**config.mk**
```make
export PLATFORM = sky130hd
export DESIGN_NAME = nn_phase_seq_flat
export DESIGN_NICKNAME = d
export VERILOG_FILES = /design/src/rtl/nn_ctrl_pkg.sv /design/src/rtl/nn_phase_seq_if.sv /design/src/rtl/nn_phase_timer.sv /design/src/rtl/nn_phase_seq.sv /design/src/flat_wrapper.sv
export SDC_FILE = /design/constraint.sdc
export NUM_CORES = 1
export LEC_CHECK = 0
export BUFFER_PORTS_ARGS = -buffer_cell sky130_fd_sc_hd__buf_4
export CORE_MARGIN = 4
export CORE_UTILIZATION = 45
export DETAILED_ROUTE_END_ITERATION = 8
export PLACE_DENSITY_LB_ADDON = 0.05
export REMOVE_ABC_BUFFERS = 1
export SYNTH_ARGS = -nofsm -noshare
export SYNTH_HDL_FRONTEND = slang
export SYNTH_SLANG_ARGS = --single-unit
```
**constraint.sdc**
```tcl
create_clock -name clk -period 2.5 [get_ports clk]
set_clock_uncertainty 0.1 [all_clocks]
set_input_delay 0.5 -clock clk [delete_from_list [all_inputs] [get_ports clk]]
set_output_delay 0.5 -clock clk [all_outputs]
set_load 0.005 [all_outputs]
```
**src/rtl/nn_ctrl_pkg.sv**
```systemverilog
// Shared types and constants for the neural-net phase sequencer.
package nn_ctrl_pkg;

    typedef enum logic [2:0] {
        ST_IDLE = 3'd0,
        ST_FWD  = 3'd1,
        ST_BWD  = 3'd2,
        ST_UPD  = 3'd3,
        ST_DONE = 3'd4
    } state_e;

    localparam logic MODE_TRAIN = 1'b1;
    localparam logic MODE_VALID = 1'b0;

    function automatic int max3(input int a, input int b, input int c);
        int m;
        m = (a > b) ? a : b;
        return (m > c) ? m : c;
    endfunction

endpackage

```
**src/rtl/nn_phase_seq_if.sv**
```systemverilog
// Control/status bundle between the run controller and the phase sequencer.
interface nn_phase_seq_if #(
    parameter int NUM_LAYERS = 2,
    parameter int BATCH_W    = 8
);
    localparam int LW = (NUM_LAYERS > 1) ? $clog2(NUM_LAYERS) : 1;

    logic                  start;
    logic                  mode;
    logic [BATCH_W-1:0]    batch_len;
    logic                  abort;
    logic                  busy;
    logic [NUM_LAYERS-1:0] fwd_en;
    logic [NUM_LAYERS-1:0] bwd_en;
    logic                  upd_en;
    logic [LW-1:0]         layer_idx;
    logic [BATCH_W-1:0]    sample_idx;
    logic                  sample_done;
    logic                  done;

    modport master (
        output start, mode, batch_len, abort,
        input  busy, fwd_en, bwd_en, upd_en, layer_idx, sample_idx, sample_done, done
    );

    modport slave (
        input  start, mode, batch_len, abort,
        output busy, fwd_en, bwd_en, upd_en, layer_idx, sample_idx, sample_done, done
    );

endinterface

```
**src/rtl/nn_phase_timer.sv**
```systemverilog
// Loadable cycle counter; expired is high while the count equals the limit.
module nn_phase_timer #(
    parameter int W = 5
) (
    input  logic         clk,
    input  logic         rst_n,
    input  logic         load,
    input  logic [W-1:0] limit,
    output logic [W-1:0] count,
    output logic         expired
);

    logic [W-1:0] count_r;

    // Count up each cycle, restarting from zero on every phase boundary
    always_ff @(posedge clk) begin
        if (!rst_n) begin
            count_r <= {W{1'b0}};
        end else if (load) begin
            count_r <= {W{1'b0}};
        end else begin
            count_r <= count_r + W'(1'b1);
        end
    end

    assign count   = count_r;
    assign expired = (count_r == limit);

endmodule

```
**src/rtl/nn_phase_seq.sv**
```systemverilog
// Phase sequencer: per-layer forward/backward enables, batch loop and weight update.
module nn_phase_seq
    import nn_ctrl_pkg::*;
#(
    parameter int NUM_LAYERS = 2,
    parameter int FP_CYC     = 18,
    parameter int BP_CYC     = 16,
    parameter int UPD_CYC    = 8,
    parameter int BATCH_W    = 8
) (
    input logic           clk,
    input logic           rst_n,
    nn_phase_seq_if.slave bus
);

    localparam int LW = (NUM_LAYERS > 1) ? $clog2(NUM_LAYERS) : 1;
    localparam int CW = $clog2(max3(FP_CYC, BP_CYC, UPD_CYC) + 1);
    localparam logic [LW-1:0] LAST_LAYER = LW'(NUM_LAYERS - 1);
    localparam logic [LW-1:0] FIRST_LAYER = {LW{1'b0}};

    if (NUM_LAYERS < 1) begin : g_bad_layers
        $error("nn_phase_seq: NUM_LAYERS must be at least 1");
    end
    if ((FP_CYC < 1) || (BP_CYC < 1) || (UPD_CYC < 1)) begin : g_bad_cyc
        $error("nn_phase_seq: FP_CYC, BP_CYC and UPD_CYC must be at least 1");
    end

    state_e                state_r;
    logic                  mode_r;
    logic [BATCH_W-1:0]    len_r;
    logic [BATCH_W-1:0]    sample_r;
    logic [LW-1:0]         layer_r;
    logic [NUM_LAYERS-1:0] fwd_en_r;
    logic [NUM_LAYERS-1:0] bwd_en_r;
    logic                  upd_en_r;
    logic                  busy_r;
    logic                  done_r;
    logic                  sample_done_r;

    logic [CW-1:0]         count_s;
    logic [CW-1:0]         limit_s;
    logic                  expired_s;
    logic                  load_s;
    logic                  sample_end_s;
    logic                  more_samples_s;
    logic                  last_next_s;
    logic [LW-1:0]         layer_inc_s;
    logic [LW-1:0]         layer_dec_s;

    function automatic logic is_final(input state_e st, input logic [LW-1:0] lyr, input logic md);
        return ((st == ST_FWD) && (lyr == LAST_LAYER) && (md == MODE_VALID)) ||
               ((st == ST_BWD) && (lyr == FIRST_LAYER));
    endfunction

    function automatic logic one_cycle(input state_e st);
        return ((st == ST_FWD) && (FP_CYC == 1)) || ((st == ST_BWD) && (BP_CYC == 1));
    endfunction

    function automatic logic [NUM_LAYERS-1:0] onehot(input logic [LW-1:0] lyr);
        return NUM_LAYERS'(1'b1) << lyr;
    endfunction

    // Terminal count of the phase currently being held
    always_comb begin
        case (state_r)
            ST_FWD:  limit_s = CW'(FP_CYC - 1);
            ST_BWD:  limit_s = CW'(BP_CYC - 1);
            ST_UPD:  limit_s = CW'(UPD_CYC - 1);
            default: limit_s = {CW{1'b0}};
        endcase
    end

    assign load_s         = (state_r == ST_IDLE) || (state_r == ST_DONE) || expired_s;
    assign layer_inc_s    = layer_r + LW'(1'b1);
    assign layer_dec_s    = layer_r - LW'(1'b1);
    assign sample_end_s   = expired_s && is_final(state_r, layer_r, mode_r);
    assign more_samples_s = ({1'b0, sample_r} + {{BATCH_W{1'b0}}, 1'b1}) < {1'b0, len_r};
    // sample_done is registered, so it is raised one cycle before the final phase's last cycle
    assign last_next_s    = is_final(state_r, layer_r, mode_r) &&
                            (({1'b0, count_s} + {{CW{1'b0}}, 1'b1}) == {1'b0, limit_s});

    nn_phase_timer #(.W(CW)) u_timer (
        .clk     (clk),
        .rst_n   (rst_n),
        .load    (load_s),
        .limit   (limit_s),
        .count   (count_s),
        .expired (expired_s)
    );

    // Sequencing FSM; every output is updated on the edge that enters its state
    always_ff @(posedge clk) begin
        if (!rst_n || bus.abort) begin
            state_r       <= ST_IDLE;
            mode_r        <= MODE_VALID;
            len_r         <= {BATCH_W{1'b0}};
            sample_r      <= {BATCH_W{1'b0}};
            layer_r       <= FIRST_LAYER;
            fwd_en_r      <= {NUM_LAYERS{1'b0}};
            bwd_en_r      <= {NUM_LAYERS{1'b0}};
            upd_en_r      <= 1'b0;
            busy_r        <= 1'b0;
            done_r        <= 1'b0;
            sample_done_r <= 1'b0;
        end else begin
            done_r        <= 1'b0;
            sample_done_r <= 1'b0;
            case (state_r)
                ST_IDLE: begin
                    if (bus.start) begin
                        mode_r        <= bus.mode;
                        len_r         <= (bus.batch_len == {BATCH_W{1'b0}}) ? BATCH_W'(1'b1) : bus.batch_len;
                        sample_r      <= {BATCH_W{1'b0}};
                        layer_r       <= FIRST_LAYER;
                        state_r       <= ST_FWD;
                        busy_r        <= 1'b1;
                        fwd_en_r      <= onehot(FIRST_LAYER);
                        sample_done_r <= is_final(ST_FWD, FIRST_LAYER, bus.mode) && one_cycle(ST_FWD);
                    end
                end
                ST_FWD, ST_BWD: begin
                    if (!expired_s) begin
                        sample_done_r <= last_next_s;
                    end else if (sample_end_s) begin
                        fwd_en_r <= {NUM_LAYERS{1'b0}};
                        bwd_en_r <= {NUM_LAYERS{1'b0}};
                        layer_r  <= FIRST_LAYER;
                        if (more_samples_s) begin
                            state_r       <= ST_FWD;
                            sample_r      <= sample_r + BATCH_W'(1'b1);
                            fwd_en_r      <= onehot(FIRST_LAYER);
                            sample_done_r <= is_final(ST_FWD, FIRST_LAYER, mode_r) && one_cycle(ST_FWD);
                        end else if (mode_r == MODE_TRAIN) begin
                            state_r  <= ST_UPD;
                            upd_en_r <= 1'b1;
                        end else begin
                            state_r <= ST_DONE;
                            done_r  <= 1'b1;
                        end
                    end else if ((state_r == ST_FWD) && (layer_r != LAST_LAYER)) begin
                        layer_r       <= layer_inc_s;
                        fwd_en_r      <= onehot(layer_inc_s);
                        sample_done_r <= is_final(ST_FWD, layer_inc_s, mode_r) && one_cycle(ST_FWD);
                    end else if (state_r == ST_FWD) begin
                        state_r       <= ST_BWD;
                        fwd_en_r      <= {NUM_LAYERS{1'b0}};
                        bwd_en_r      <= onehot(LAST_LAYER);
                        sample_done_r <= is_final(ST_BWD, LAST_LAYER, mode_r) && one_cycle(ST_BWD);
                    end else begin
                        layer_r       <= layer_dec_s;
                        bwd_en_r      <= onehot(layer_dec_s);
                        sample_done_r <= is_final(ST_BWD, layer_dec_s, mode_r) && one_cycle(ST_BWD);
                    end
                end
                ST_UPD: begin
                    if (expired_s) begin
                        state_r  <= ST_DONE;
                        upd_en_r <= 1'b0;
                        done_r   <= 1'b1;
                    end
                end
                ST_DONE: begin
                    state_r  <= ST_IDLE;
                    busy_r   <= 1'b0;
                    sample_r <= {BATCH_W{1'b0}};
                    layer_r  <= FIRST_LAYER;
                end
                default: begin
                    state_r  <= ST_IDLE;
                    busy_r   <= 1'b0;
                    fwd_en_r <= {NUM_LAYERS{1'b0}};
                    bwd_en_r <= {NUM_LAYERS{1'b0}};
                    upd_en_r <= 1'b0;
                    sample_r <= {BATCH_W{1'b0}};
                    layer_r  <= FIRST_LAYER;
                end
            endcase
        end
    end

    assign bus.busy        = busy_r;
    assign bus.fwd_en      = fwd_en_r;
    assign bus.bwd_en      = bwd_en_r;
    assign bus.upd_en      = upd_en_r;
    assign bus.layer_idx   = layer_r;
    assign bus.sample_idx  = sample_r;
    assign bus.sample_done = sample_done_r;
    assign bus.done        = done_r;

endmodule

```
**src/flat_wrapper.sv**
```systemverilog
// flat-port wrapper written by rule: the top's interface ports become plain ports
module nn_phase_seq_flat import nn_ctrl_pkg::*;
#(
    parameter int NUM_LAYERS = 2,
    parameter int FP_CYC     = 18,
    parameter int BP_CYC     = 16,
    parameter int UPD_CYC    = 8,
    parameter int BATCH_W    = 8
)
  (clk, rst_n, bus_start, bus_mode, bus_batch_len, bus_abort, bus_busy, bus_fwd_en, bus_bwd_en, bus_upd_en, bus_layer_idx, bus_sample_idx, bus_sample_done, bus_done);
  nn_phase_seq_if #(.NUM_LAYERS(NUM_LAYERS), .BATCH_W(BATCH_W)) bus_i ();
  input logic clk;
  input logic rst_n;
  input wire logic [$bits(bus_i.start)-1:0] bus_start;
  input wire logic [$bits(bus_i.mode)-1:0] bus_mode;
  input wire logic [$bits(bus_i.batch_len)-1:0] bus_batch_len;
  input wire logic [$bits(bus_i.abort)-1:0] bus_abort;
  output wire logic [$bits(bus_i.busy)-1:0] bus_busy;
  output wire logic [$bits(bus_i.fwd_en)-1:0] bus_fwd_en;
  output wire logic [$bits(bus_i.bwd_en)-1:0] bus_bwd_en;
  output wire logic [$bits(bus_i.upd_en)-1:0] bus_upd_en;
  output wire logic [$bits(bus_i.layer_idx)-1:0] bus_layer_idx;
  output wire logic [$bits(bus_i.sample_idx)-1:0] bus_sample_idx;
  output wire logic [$bits(bus_i.sample_done)-1:0] bus_sample_done;
  output wire logic [$bits(bus_i.done)-1:0] bus_done;
  assign bus_i.start = bus_start;
  assign bus_i.mode = bus_mode;
  assign bus_i.batch_len = bus_batch_len;
  assign bus_i.abort = bus_abort;
  assign bus_busy = bus_i.busy;
  assign bus_fwd_en = bus_i.fwd_en;
  assign bus_bwd_en = bus_i.bwd_en;
  assign bus_upd_en = bus_i.upd_en;
  assign bus_layer_idx = bus_i.layer_idx;
  assign bus_sample_idx = bus_i.sample_idx;
  assign bus_sample_done = bus_i.sample_done;
  assign bus_done = bus_i.done;
  nn_phase_seq #(.NUM_LAYERS(NUM_LAYERS), .FP_CYC(FP_CYC), .BP_CYC(BP_CYC), .UPD_CYC(UPD_CYC), .BATCH_W(BATCH_W)) u_core (.clk(clk), .rst_n(rst_n), .bus(bus_i));
endmodule
```
==> flow_summary.ini, run 1 <==
[outcome]
failed_checks = negative setup slack
status = finished with violations

[detailed_routing]
drt_wl_total_mm = 5.67
route.met3.wl_um = 332
detailedRoute.firstIterationViolations = 150
wl_met1_mm = 2.75
post_detailed_route_drc_marker_count = 0
dr.max_layer_used = met4
detail_route.vias_per_cell = 5.72
routed-via-count = 2031
antenna_left = 0
wire_per_inst_um = 16.0
route.met2.wl_mm = 2.51
detail_route.first_pass.iterations = 4

[timing]
timing.slew.headroom = 0.725
grt_setup_unrepaired = true
report.final.setup_viol = 12
hold_viol_final = 0
clock.fmax_mhz = 392
layout_setup_ws_ns = -0.0511
period_share = 1.02
post-route-min-period_ns = 2.55
max_slew.worst_pin.slew_ns = 0.411
final_max_slew_viol_count = 0

[hold_path]
worst_hold_path_endpoint = u_core.mode_r
launch_instance_of_the_worst_min_delay_path = bus_mode
number_of_instances_on_the_worst_hold_path = 3
min-delay-path-class = input pin to flip-flop

[clock_tree]
clock_latency_late_sink_ns = 0.29
cts_buffer_depth = 2
clock_sinks = 34
cts-buffers-inserted = 5
htreeDepth = 2
cts.root.buffer_cell = sky130_fd_sc_hd__clkbuf_8
tritoncts = built
path_clk_slew_ns = 0.08

[critical_path]
cp_num_buf_inv = 2
timing.reg2reg.worst_path_depth = 13
reg2reg_slack_ns = -0.05
critical_path.cell_chain = ha_4 -> nand3_4 -> o21ai_1 -> nand2_2 -> ha_4 -> nand3_2 -> a211oi_2 -> nor4_2 -> buf_4 -> buf_6 -> o21a_1 -> nor2_1 -> o21ai_1
timing.critical_path.from_type = flip-flop
critical_path_required_ns = 2.59
timing.critical_path.slowest_stage_cell = sky130_fd_sc_hd__dfxtp_4
crit_type = flip-flop to flip-flop
critical_path.max_fanout = 5
worstReg2RegStart = u_core.bus.sample_idx[0]
capture_point_of_the_worst_reg_to_reg_path = u_core.state_r[0]
critical-path-top-delay-family = compound AO/OA/AOI/OAI gates
data_arrival_critical_path_ns = 2.64
critical_path.max_stage_delay_ns = 0.37
end_kind = flip-flop

[logic_synthesis]
synthesis.instances = 257
yosys_warnings = 0
yosys.area.top_type_share = 0.328
seq_area_frac_synth = 0.328
netlist_top_cells_area = sky130_fd_sc_hd__dfxtp_1, sky130_fd_sc_hd__nand2_1, sky130_fd_sc_hd__a21oi_1
netlist-cell-type-count = 60
synth_top_cell_by_area = sky130_fd_sc_hd__dfxtp_1
async_flop_share = 0
yosys_most_used_dff = sky130_fd_sc_hd__dfxtp_1
postSynthRegisterBits = 34
synth_edf_count = 0
netlist_area_um2 = 2080
synthesis.area_per_instance_um2 = 8.08

[power_and_ir_drop]
cellLeakagePower_nw = 1.13
p_sw_frac = 0.286
share_seq_of_total_power = 0.470
internal_power_mw = 0.858
ir_worst_vdd_v = 0.000328
power_density_nw_per_um2 = 449
clock_power_share = 0.362
p_sw_mw = 0.344
pwr-share-comb = 0.168

[placement]
port_buffers = 29
gp_congestion = 0.866
post_dp_area_um2 = 2420
setup_slack_at_placement_ns = -0.170
place.detailed.hpwl_mm = 4.12

[cells_and_area]
filler_cell_count = 401
fin_area_um2 = 2680
area_growth_pct = 29.0
sequential_cell_area_in_the_final_layout_um2 = 689
antennaDiodeCount = 0
leading_cell_types_in_the_layout_fill_and_taps_excluded = sky130_fd_sc_hd__buf_4, sky130_fd_sc_hd__nand2_1, sky130_fd_sc_hd__dfxtp_1
layout_commonest_cell = sky130_fd_sc_hd__buf_4
multi_input_gate_area_um2 = 1410
drive_above_1_share = 0.327
num-nets-final = 324

[floorplan]
die_area_um2 = 5760
die_width_um = 75.9
start_util = 0.470
boundaryPins = 30
std_cell_rows = 24
die_h_um = 75.9
placeableCoreArea_um2 = 4410

[global_route]
globalRouteTotalUtil = 0.194
maximum_number_of_pins_on_one_net_before_global_route_repair = 13
grt_pass1_wl_mm = 9.32
globalRoute.totalOverflow = 0
number_of_global_route_vias_before_repair = 1904
antenna_violations_before_repair = 0

[job]
max_cap_viol_count = 0
cells by family (layout without fill, tap and decap cells):
family | count (synthesis) | after routing | synth area share
mux | 3 | 3 | 0.0151
simple gates | 113 | 113 | 0.282
fa+ha+maj | 9 | 9 | 0.0543
xor+xnor | 7 | 7 | 0.0295
buf+inv | 22 | 68 | 0.0591
compound gates | 69 | 69 | 0.232
flops | 34 | 34 | 0.328
metrics by stage:
stage	total power, mW	utilization	cells	hold WS, ns	TNS (ns)
finish	1.20	0.607	355	0.353	-0.310
global route	1.25	0.607	355	0.350	-2.41
CTS	1.20	0.583	355	0.345	-0.0136
detailed placement	0.769	0.548	346	0.349	-1.83
global placement	0.767	0.548	346	0.344	-0.528
floorplan	0.687	-	246	0.336	-2.28
tightest hold or removal path: stages:
cell and delay (ns):
sky130_fd_sc_hd__buf_4 0.11, sky130_fd_sc_hd__nand2_1 0.05, sky130_fd_sc_hd__a21oi_1 0.05
registers in the layout, summed over array words and instances, names as in the netlist, 2 cells and up:
register,flops
u_core.bus.bwd_en,2
u_core.bus.fwd_en,2
u_core.bus.sample_idx,8
u_core.len_r,8
u_core.state_r,3
u_core.u_timer.count,5
area by class of cell:
class / instances / share of cell area
well taps: 52 / 0.0243
clock buffers: 6 / 0.0308
clock inverters: 2 / 0.00467
inverters: 11 / 0.0154
flip-flops and latches: 34 / 0.257
repair buffers: 49 / 0.140
multi-input cells: 201 / 0.527
per-layer routing:
metal	GRT usage	vias to the layer above
li1	-	1010
met3	0.0379	8
met4	0.0534	0
met2	0.284	62
met5	0	-
met1	0.287	951
synthesized netlist by cell type, drive strengths merged, types with 5 or more instances:
library cell	number
a211oi	5
a21oi	28
a22o	5
buf	6
clkbuf	5
dfxtp	34
ha	9
inv	11
nand2	40
nand3	13
nor2	17
nor2b	6
nor3	9
o21ai	8
xor2	5
power by group through the flow:
stage	Clock [mW]	Combinational (mW)	Sequential, mW
5_1_grt	0.464	0.224	0.567
3_3_place_gp	0	0.188	0.579
6_report	0.435	0.202	0.565
2_1_floorplan	0	0.108	0.579
4_1_cts	0.442	0.194	0.566
3_5_place_dp	0	0.190	0.579
worst max path at each step:
| stage | from | to | cells after the start |
|---|---|---|---|
| 4_1_cts | u_core.bus.sample_idx[0] | u_core.bus.sample_idx[4] | 11 |
| 3_5_place_dp | u_core.bus.sample_idx[0] | u_core.bus.sample_idx[6] | 12 |
| 5_1_grt | u_core.bus.sample_idx[0] | u_core.bus.fwd_en[0] | 12 |
| 6_report | u_core.bus.sample_idx[0] | u_core.state_r[0] | 13 |
| 3_3_place_gp | u_core.bus.sample_idx[0] | u_core.bus.sample_idx[4] | 11 |
| 2_1_floorplan | u_core.bus.sample_idx[0] | u_core.bus.sample_idx[1] | 10 |
repair_timing:
item	in CTS	in global routing
gates resized for setup	14	22
endpoints found under the setup margin	14	14
gates cloned	0	0
pin swaps	8	12
hold buffers	0	0
setup buffers	1	0
(Power assumes the default switching activity.)
==> run 2, diff against run 1 <==
--- a/config.mk
+++ b/config.mk
@@ -7,7 +7,7 @@
 export LEC_CHECK = 0
 export BUFFER_PORTS_ARGS = -buffer_cell sky130_fd_sc_hd__buf_4
 export CORE_MARGIN = 4
-export CORE_UTILIZATION = 45
+export CORE_UTILIZATION = 51
 export DETAILED_ROUTE_END_ITERATION = 8
 export PLACE_DENSITY_LB_ADDON = 0.05
 export REMOVE_ABC_BUFFERS = 1
==> flow_summary.ini, run 2 (synthesized netlist as in run 1, its figures left out) <==
[timing]
grt_setup_unrepaired = true
total_neg_setup_slack_ns = -0.0375
report.final.setup_viol = 4
timing.slew.headroom = 0.665
hold-worst-slack_ns = 0.355
layout_setup_ws_ns = -0.0216
max_slew.worst_pin.slew_ns = 0.503
hold_viol_final = 0
period_share = 1.01
clock.fmax_mhz = 397
post-route-min-period_ns = 2.52
final_max_slew_viol_count = 0

[cells_and_area]
leading_cell_types_in_the_layout_fill_and_taps_excluded = sky130_fd_sc_hd__buf_4, sky130_fd_sc_hd__nand2_1, sky130_fd_sc_hd__dfxtp_1
filler_cell_count = 312
layout_commonest_cell = sky130_fd_sc_hd__buf_4
num-nets-final = 325
antennaDiodeCount = 0
area_growth_pct = 29.7
multi_input_gate_area_um2 = 1440
drive_above_1_share = 0.344
postLayoutCoreUtil = 0.708
sequential_cell_area_in_the_final_layout_um2 = 693

[critical_path]
data_arrival_critical_path_ns = 2.59
crit_type = flip-flop to flip-flop
timing.critical_path.from_type = flip-flop
critical_path.max_fanout = 8
critical_path.max_stage_delay_ns = 0.37
timing.critical_path.slowest_stage_cell = sky130_fd_sc_hd__dfxtp_4
cpMostUsedCell = sky130_fd_sc_hd__ha_4
critical_path.cell_chain = ha_4 -> nand3_4 -> or3_4 -> nand2_4 -> ha_4 -> a21oi_2 -> o22ai_1 -> nor4_2 -> buf_4 -> a21oi_4 -> a22o_1
critical_path_required_ns = 2.57
end_kind = flip-flop

[floorplan]
boundaryPins = 30
placeableCoreArea_um2 = 3800
die_width_um = 71.8
std_cell_rows = 22
die_h_um = 71.8
start_util = 0.546
die_area_um2 = 5150

[power_and_ir_drop]
share_seq_of_total_power = 0.483
power_density_nw_per_um2 = 436
p_sw_frac = 0.274
p_sw_mw = 0.321
cellLeakagePower_nw = 1.13
pwr-share-comb = 0.174
p_total_mw = 1.17
clock_power_share = 0.343
ir_worst_vdd_v = 0.000421
internal_power_mw = 0.852

[hold_path]
min-delay-path-class = flip-flop to flip-flop

[detailed_routing]
detailedRoute.firstIterationViolations = 168
route.met3.wl_um = 418
detail_route.first_pass.iterations = 5
route.met2.wl_mm = 2.39
dr.max_layer_used = met4
routed-via-count = 2059
wl_met1_mm = 2.59
antenna_left = 0
post_detailed_route_drc_marker_count = 0
drt_wl_total_mm = 5.52
detail_route.vias_per_cell = 5.88
wire_per_inst_um = 15.8

[clock_tree]
tritoncts = built
path_clk_slew_ns = 0.06
clock_sinks = 34
htreeDepth = 2
cts-buffers-inserted = 5
cts_buffer_depth = 2
cts.hold.buffers_added = 0
cts.root.buffer_cell = sky130_fd_sc_hd__clkbuf_8
clock_latency_late_sink_ns = 0.28

[global_route]
globalRoute.totalOverflow = 0
grt_pass1_wl_mm = 8.73
maximum_number_of_pins_on_one_net_before_global_route_repair = 14
number_of_global_route_vias_before_repair = 1864
globalRouteTotalUtil = 0.215
antenna_violations_before_repair = 0

[placement]
setup_slack_at_placement_ns = -0.105
port_buffers = 29
gp_congestion = 0.855
place.detailed.hpwl_mm = 3.92

[outcome]
failed_checks = negative setup slack
status = finished with violations

[job]
max_cap_viol_count = 0
==> run 2: worst paths after layout <==
check / from / end / slack (ns) / cells past startpoint
max: u_core.bus.sample_idx[0] / u_core.bus.sample_idx[1] / -0.02 / 11
min: u_core.len_r[1] / u_core.len_r[1] / 0.35 / 2
max reg2reg: u_core.bus.sample_idx[0] / u_core.bus.sample_idx[1] / -0.02 / 11
min reg2reg: u_core.len_r[1] / u_core.len_r[1] / 0.35 / 2
==> run 2: layout make-up <==
class                      instances  area share
clock buffer                       6      0.0307
inverter                          11      0.0153
multi-input combinational        201       0.535
sequential                        34       0.258
tap                               48      0.0223
timing repair buffer              50       0.139
==> run 2: metrics by stage <==
| step | instances | cell area [um^2] |
|---|---|---|
| 2_1_floorplan | 246 | 1990 |
| 3_3_place_gp | 341 | 2410 |
| 3_5_place_dp | 341 | 2410 |
| 4_1_cts | 349 | 2540 |
| 5_1_grt | 350 | 2690 |
| 6_report | 350 | 2690 |
==> run 2: worst max-delay path: cells and delay by family, from the launching register on <==
| family | cells | cell delay (ns) |
|---|---|---|
| flops | 1 | 0.37 |
| compound gates | 4 | 0.55 |
| fa+ha+maj | 2 | 0.36 |
| simple gates | 4 | 0.82 |
| buf+inv | 1 | 0.21 |
==> run 2: per-layer routing <==
metal / global-route usage / up-vias
li1: - / 1003
met1: 0.322 / 939
met2: 0.305 / 103
met3: 0.0379 / 14
met4: 0.0793 / 0
met5: 0 / -
==> run 2: power by group through the flow <==
| stage | Sequential, mW | Clock, mW | Combinational, mW |
|---|---|---|---|
| 6_report | 0.567 | 0.402 | 0.204 |
| 3_3_place_gp | 0.580 | 0 | 0.188 |
| 4_1_cts | 0.568 | 0.410 | 0.193 |
| 2_1_floorplan | 0.579 | 0 | 0.108 |
| 5_1_grt | 0.568 | 0.436 | 0.223 |
| 3_5_place_dp | 0.581 | 0 | 0.189 |
==> run 2: repair_timing <==
item | 4_1_cts | 5_1_grt
endpoints found under the setup margin | 13 | 14
buffers inserted | 2 | 1
resized for setup | 9 | 32
pin swaps | 3 | 12
